==> src/rtl/fp_mant_mul_seq_if.sv <==
// Handshake/bus bundle for the sequential mantissa multiplier.
// Carries operands, results, and the adder request/response to the shared adder.
// Fully combinational. No state.
//   slave  : multiplier side. It takes start/operands/adder results and drives results/adder operands.
//   master : requester plus shared-adder side. Its directions are the mirror of slave.
interface fp_mant_mul_seq_if #(
    parameter int MANT_W = 24
);
    logic                  start;
    logic [MANT_W-1:0]     mant_a;
    logic [MANT_W-1:0]     mant_b;
    logic                  busy;
    logic                  done;
    logic [2*MANT_W-1:0]   product;
    logic [MANT_W-1:0]     mant_out;
    logic                  norm_shift;
    logic [31:0]           add_a;
    logic [31:0]           add_b;
    logic                  add_cin;
    logic [31:0]           add_sum;
    logic                  add_cout;

    modport slave (
        input  start, mant_a, mant_b, add_sum, add_cout,
        output busy, done, product, mant_out, norm_shift, add_a, add_b, add_cin
    );

    modport master (
        output start, mant_a, mant_b, add_sum, add_cout,
        input  busy, done, product, mant_out, norm_shift, add_a, add_b, add_cin
    );
endinterface

==> src/rtl/fp_mant_mul_seq.sv <==
// Shift-and-add unsigned mantissa multiplier that borrows an external 32-bit adder.
// Latency: done pulses MANT_W+2 cycles after start is sampled, or MANT_W+3 when ROUND_EN is defined.
// Backpressure: none. A start seen while busy is dropped, so only one operation is in flight.
// Ports: clk, rst (sync, active-high), bus (fp_mant_mul_seq_if.slave):
//   start/mant_a/mant_b in; busy/done/product/mant_out/norm_shift out;
//   add_a/add_b/add_cin out to the shared adder, add_sum/add_cout back in the same cycle.
// Optional feature: define ROUND_EN to add a round-to-nearest-even ROUND state.
//   When it is undefined the mantissa is truncated.
module fp_mant_mul_seq #(
    parameter int MANT_W = 24
) (
    input  logic             clk,
    input  logic             rst,
    fp_mant_mul_seq_if.slave bus
);
    localparam int CNT_W = $clog2(MANT_W + 1);

`ifdef ROUND_EN
    typedef enum logic [2:0] {
        S_IDLE  = 3'd0,
        S_ADD   = 3'd1,
        S_NORM  = 3'd2,
        S_ROUND = 3'd3,
        S_DONE  = 3'd4
    } state_t;
`else
    typedef enum logic [2:0] {
        S_IDLE = 3'd0,
        S_ADD  = 3'd1,
        S_NORM = 3'd2,
        S_DONE = 3'd4
    } state_t;
`endif

    state_t                state_q, state_d;
    logic [CNT_W-1:0]      cnt_q, cnt_d;
    logic [MANT_W-1:0]     acc_q, acc_d;
    logic [MANT_W-1:0]     mplier_q, mplier_d;
    logic [MANT_W-1:0]     mcand_q, mcand_d;
    logic [2*MANT_W-1:0]   product_q, product_d;
    logic [MANT_W-1:0]     mant_out_q, mant_out_d;
    logic                  norm_q, norm_d;

    logic [MANT_W:0]       sum_w;
    logic                  last_add;

    // Partial sum plus the adder carry. The carry becomes the new accumulator MSB after the shift.
    assign sum_w    = bus.add_sum[MANT_W:0];
    assign last_add = (cnt_q == CNT_W'(MANT_W - 1));

`ifdef ROUND_EN
    // Bits below the kept mantissa, left-aligned. The MSB is the guard bit and the rest feed sticky.
    logic [MANT_W-1:0] rnd_low;
    logic              rnd_inc;
    assign rnd_low = norm_q ? product_q[MANT_W-1:0] : {product_q[MANT_W-2:0], 1'b0};
    assign rnd_inc = rnd_low[MANT_W-1] & ((|rnd_low[MANT_W-2:0]) | mant_out_q[0]);
`endif

    // State and datapath registers
    always_ff @(posedge clk) begin
        if (rst) begin
            state_q    <= S_IDLE;
            cnt_q      <= '0;
            acc_q      <= '0;
            mplier_q   <= '0;
            mcand_q    <= '0;
            product_q  <= '0;
            mant_out_q <= '0;
            norm_q     <= 1'b0;
        end else begin
            state_q    <= state_d;
            cnt_q      <= cnt_d;
            acc_q      <= acc_d;
            mplier_q   <= mplier_d;
            mcand_q    <= mcand_d;
            product_q  <= product_d;
            mant_out_q <= mant_out_d;
            norm_q     <= norm_d;
        end
    end

    // Next-state logic
    always_comb begin
        state_d = state_q;
        unique case (state_q)
            S_IDLE:  if (bus.start) state_d = S_ADD;
            S_ADD:   if (last_add) state_d = S_NORM;
`ifdef ROUND_EN
            S_NORM:  state_d = S_ROUND;
            S_ROUND: state_d = S_DONE;
`else
            S_NORM:  state_d = S_DONE;
`endif
            S_DONE:  state_d = S_IDLE;
            default: state_d = S_IDLE;
        endcase
    end

    // Outputs and datapath next values
    always_comb begin
        bus.add_a   = 32'd0;
        bus.add_b   = 32'd0;
        bus.add_cin = 1'b0;
        cnt_d       = cnt_q;
        acc_d       = acc_q;
        mplier_d    = mplier_q;
        mcand_d     = mcand_q;
        product_d   = product_q;
        mant_out_d  = mant_out_q;
        norm_d      = norm_q;

        unique case (state_q)
            S_IDLE: begin
                if (bus.start) begin
                    mcand_d  = bus.mant_a;
                    mplier_d = bus.mant_b;
                    acc_d    = '0;
                    cnt_d    = '0;
                end
            end
            S_ADD: begin
                bus.add_a = 32'(acc_q);
                bus.add_b = mplier_q[0] ? 32'(mcand_q) : 32'd0;
                // Shift {sum, mplier} right by one. The consumed multiplier bit falls off the bottom.
                acc_d     = sum_w[MANT_W:1];
                mplier_d  = {sum_w[0], mplier_q[MANT_W-1:1]};
                cnt_d     = cnt_q + CNT_W'(1);
                if (last_add) product_d = {sum_w, mplier_q[MANT_W-1:1]};
            end
            S_NORM: begin
                if (product_q[2*MANT_W-1]) begin
                    norm_d     = 1'b1;
                    mant_out_d = product_q[2*MANT_W-1:MANT_W];
                end else begin
                    norm_d     = 1'b0;
                    mant_out_d = product_q[2*MANT_W-2:MANT_W-1];
                end
            end
`ifdef ROUND_EN
            S_ROUND: begin
                bus.add_a   = 32'(mant_out_q);
                bus.add_cin = rnd_inc;
                // Rounding all-ones overflows to 1.000..0. Renormalise and flag the exponent bump.
                if (bus.add_sum[MANT_W]) begin
                    mant_out_d = {1'b1, {(MANT_W-1){1'b0}}};
                    norm_d     = 1'b1;
                end else begin
                    mant_out_d = bus.add_sum[MANT_W-1:0];
                end
            end
`endif
            default: ;
        endcase

        bus.busy       = (state_q != S_IDLE);
        bus.done       = (state_q == S_DONE);
        bus.product    = product_q;
        bus.mant_out   = mant_out_q;
        bus.norm_shift = norm_q;
    end
endmodule
==> src/flat_wrapper.sv <==
// flat-port wrapper written by rule: the top's interface ports become plain ports
module fp_mant_mul_seq_flat 
#(
    parameter int MANT_W = 24
)
  (clk, rst, bus_start, bus_mant_a, bus_mant_b, bus_add_sum, bus_add_cout, bus_busy, bus_done, bus_product, bus_mant_out, bus_norm_shift, bus_add_a, bus_add_b, bus_add_cin);
  fp_mant_mul_seq_if #(.MANT_W(MANT_W)) bus_i ();
  input  logic clk;
  input  logic rst;
  input wire logic [$bits(bus_i.start)-1:0] bus_start;
  input wire logic [$bits(bus_i.mant_a)-1:0] bus_mant_a;
  input wire logic [$bits(bus_i.mant_b)-1:0] bus_mant_b;
  input wire logic [$bits(bus_i.add_sum)-1:0] bus_add_sum;
  input wire logic [$bits(bus_i.add_cout)-1:0] bus_add_cout;
  output wire logic [$bits(bus_i.busy)-1:0] bus_busy;
  output wire logic [$bits(bus_i.done)-1:0] bus_done;
  output wire logic [$bits(bus_i.product)-1:0] bus_product;
  output wire logic [$bits(bus_i.mant_out)-1:0] bus_mant_out;
  output wire logic [$bits(bus_i.norm_shift)-1:0] bus_norm_shift;
  output wire logic [$bits(bus_i.add_a)-1:0] bus_add_a;
  output wire logic [$bits(bus_i.add_b)-1:0] bus_add_b;
  output wire logic [$bits(bus_i.add_cin)-1:0] bus_add_cin;
  assign bus_i.start = bus_start;
  assign bus_i.mant_a = bus_mant_a;
  assign bus_i.mant_b = bus_mant_b;
  assign bus_i.add_sum = bus_add_sum;
  assign bus_i.add_cout = bus_add_cout;
  assign bus_busy = bus_i.busy;
  assign bus_done = bus_i.done;
  assign bus_product = bus_i.product;
  assign bus_mant_out = bus_i.mant_out;
  assign bus_norm_shift = bus_i.norm_shift;
  assign bus_add_a = bus_i.add_a;
  assign bus_add_b = bus_i.add_b;
  assign bus_add_cin = bus_i.add_cin;
  fp_mant_mul_seq #(.MANT_W(MANT_W)) u_core (.clk(clk), .rst(rst), .bus(bus_i));
endmodule
==> config.mk <==
export PLATFORM = sky130hd
export DESIGN_NAME = fp_mant_mul_seq_flat
export DESIGN_NICKNAME = d
export VERILOG_FILES = /design/src/rtl/fp_mant_mul_seq_if.sv /design/src/rtl/fp_mant_mul_seq.sv /design/src/flat_wrapper.sv
export SDC_FILE = /design/constraint.sdc
export NUM_CORES = 1
export LEC_CHECK = 0
export ABC_AREA = 1
export CORE_UTILIZATION = 47
export CTS_CLUSTER_SIZE = 20
export DETAILED_ROUTE_END_ITERATION = 16
export GPL_TIMING_DRIVEN = 1
export PLACE_DENSITY = 0.85
export SYNTH_ARGS = -nofsm -noshare
export SYNTH_HDL_FRONTEND = slang
export SYNTH_SLANG_ARGS = --single-unit
==> constraint.sdc <==
create_clock -name clk -period 2 [get_ports clk]
set_input_delay 0.4 -clock clk [delete_from_list [all_inputs] [get_ports clk]]
set_output_delay 0.4 -clock clk [all_outputs]
set_load 0.02 [all_outputs]
==> impl_metrics.json <==
{
  "status": "finished, final reports clean",
  "antenna_found_initial": 0,
  "crit_buf_inv": 3,
  "regToRegSetupSlack_ns": 0.23,
  "ys_seq_elements": 153,
  "endpoint_kind": "output pin",
  "dr.pass1.iters": 5,
  "holdWs_ns": 0.372,
  "clock-sinks": 153,
  "start_kind": "flop",
  "grt_max_degree": 79,
  "timing.final.ws_setup_ns": 0.0762,
  "final_util_pct": 65.6,
  "track_usage_pct": 25.0,
  "syn_inst": 1082,
  "skew_ns": 0.00731,
  "h-tree-depth": 4,
  "drv_cap": 0,
  "hold_buffers": 0,
  "met2_usage_pct": 42.0,
  "power_leakage_nw": 4.06,
  "rows": 44,
  "initialDrtViolationCount": 455,
  "grt_pass1_wl_um": 29700,
  "timing.final.crit_share_pct": 96.2,
  "dp_hpwl_um": 12400,
  "cts_max_path_buffers": 2,
  "crit_chain": "buf_4 > nor2_4 > nand2_2 > buf_12 > nor2_1 > buf_4",
  "diodes": 0,
  "hold_viol": 0,
  "path_delay_family": "buffers and inverters",
  "root_buffer": "clkbuf_16",
  "placed_cell_area_um2": 9080,
  "netlist_area_um2": 6970,
  "ys_warn_count": 0,
  "worst_path_max_delay_cell": "dfxtp_1",
  "clkLatencyLatePin_ns": 0.42,
  "drtAntennaViolNets": 0,
  "fmax_mhz": 520,
  "vias": 6989,
  "grt_pass1_vias": 6198,
  "initial_core_util_pct": 48.2,
  "area_growth_pct": 36.2,
  "design_area_um2": 9500,
  "min_period_ns": 1.92,
  "viasPerCell": 4.83,
  "use_met3_pct": 5.82,
  "io_pins": 224,
  "drt_wl_total_um": 18900,
  "path_clk_slew_ns": 0.06,
  "power_density_nw_per_um2": 781,
  "rsz0062_at_grt": "true",
  "worst_ep_required_time_ns": 1.60,
  "grt.overflow.total": 0,
  "worstPathMaxFanout": 16,
  "die_w_um": 124,
  "layout-drive-gt1-share_pct": 9.03,
  "ys_seq_area_share_pct": 43.9,
  "wire_per_inst_um": 13.1,
  "place_congestion": 0.826,
  "gr-max-usage-layer": "met2",
  "ir_drop_uv": 619,
  "dp_slack_ns": -0.0194,
  "ys_types": 22,
  "worst_path_most_repeated_cell": "buf_4",
  "maxSlewHeadroom_pct": 45.7,
  "final_nets": 1337,
  "worstSetupPathType": "flop to output pin",
  "setup_viol": 0,
  "portBuffers": 198,
  "worst_pin_slew_ns": 0.814,
  "drc": 0,
  "die_h_um": 124,
  "layout_common_cells": "nand2_1, nor2_1, dfxtp_1",
  "dieArea_um2": 15300,
  "critPathMaxStageDelay_ns": 0.32,
  "hold_path.class": "input pin to flop",
  "cts_tree": "built",
  "final_common_cell": "nand2_1",
  "maxSlewViolCount": 0,
  "core_um2": 14500,
  "numCtsBuffers": 17,
  "grt_use_met1_pct": 31.1,
  "worst_ep_arrival_time_ns": 1.52,
  "syn_area_per_cell_um2": 6.45
}
[synthesized netlist by cell type, drive strengths merged]
| cell type | count | area (um2) |
|---|---|---|
| nor2 | 250 | 948 |
| o21ai | 28 | 144 |
| inv | 103 | 387 |
| nand2 | 324 | 1220 |
| nand3 | 53 | 270 |
| clkbuf | 31 | 116 |
| ha | 1 | 12.5 |
| conb | 1 | 3.75 |
| buf | 55 | 332 |
| dfxtp | 153 | 3060 |
| nand3b | 25 | 188 |
| a21oi | 52 | 260 |
| nor3 | 3 | 15.0 |
| nand4 | 3 | 18.8 |
[cell families (layout without fill, tap and decap cells)]
group           Yosys count  count (layout)  share of synthesized area (%)
flops                   153             153                           43.9
simple gates            658             658                           38.1
other cells               1              17                         0.0538
compound gates           80              80                           5.79
buf+inv                 189             354                           12.0
fa+ha+maj                 1               1                          0.179
[what timing repair did]
item                                    CTS  global route
setup buffers                             0             0
resized for setup                       187            15
cloned                                    1             0
endpoints found under the setup margin   50            22
[flip-flops by register name, indices dropped and copies added, names as in the netlist]
register and flops:
u_core.cnt_q 5, u_core.bus.mant_out 24, u_core.acc_q 24, u_core.state_q 3
u_core.mcand_q 24, u_core.mplier_q 24, u_core.bus.norm_shift 1, u_core.bus.product 48
[per-stage QoR]
| step | std cells | TNS [ns] | power, mW |
|---|---|---|---|
| floorplan | 1098 | 0 | 3.80 |
| global placement | 1416 | 0 | 4.09 |
| detailed placement | 1416 | -0.0194 | 4.11 |
| CTS | 1447 | 0 | 7.45 |
| global route | 1447 | -0.000936 | 7.73 |
| finish | 1447 | 0 | 7.42 |
[layer usage]
layer	vias up	wire length [um]
met3	32	1070
met4	0	380
met1	3140	8370
met5	-	0
li1	3586	-
met2	231	9120
[power by group]
group          leakage, nW  internal [mW]  total [mW]  switching, mW
sequential            1.25           3.16        3.21         0.0525
clock                0.298           2.10        3.36           1.26
combinational         2.52          0.352       0.845          0.493
total                 4.06           5.62        7.42           1.81
[worst paths after layout]
path	start	to	cells past startpoint
worst max-delay path	u_core.state_q[1]	bus_add_a[2]	6
worst min register to register	u_core.acc_q[23]	u_core.acc_q[23]	2
worst max register to register	u_core.state_q[1]	u_core.bus.product[6]	9
worst min-delay path	rst	u_core.bus.product[38]	4
[final cells by class]
class                           instances  area, um2
Clock inverter                         12        176
Inverter                              103        388
Clock buffer                           18        439
Sequential cell                       153       3070
Multi-Input combinational cell        756       3170
Tap cell                              184        230
Timing Repair Buffer                  221       2030
Fill cell                            1272       4980
[worst register-to-register path: stages (launching register included)]
cell and delay [ns]:
dfxtp_1 0.32, buf_4 0.14, nor2_4 0.10, nand2_2 0.10
buf_12 0.16, buf_4 0.22, nor2_4 0.14, buf_4 0.27
nor2_1 0.09, nor2_1 0.15
(Power assumes the default switching activity.)
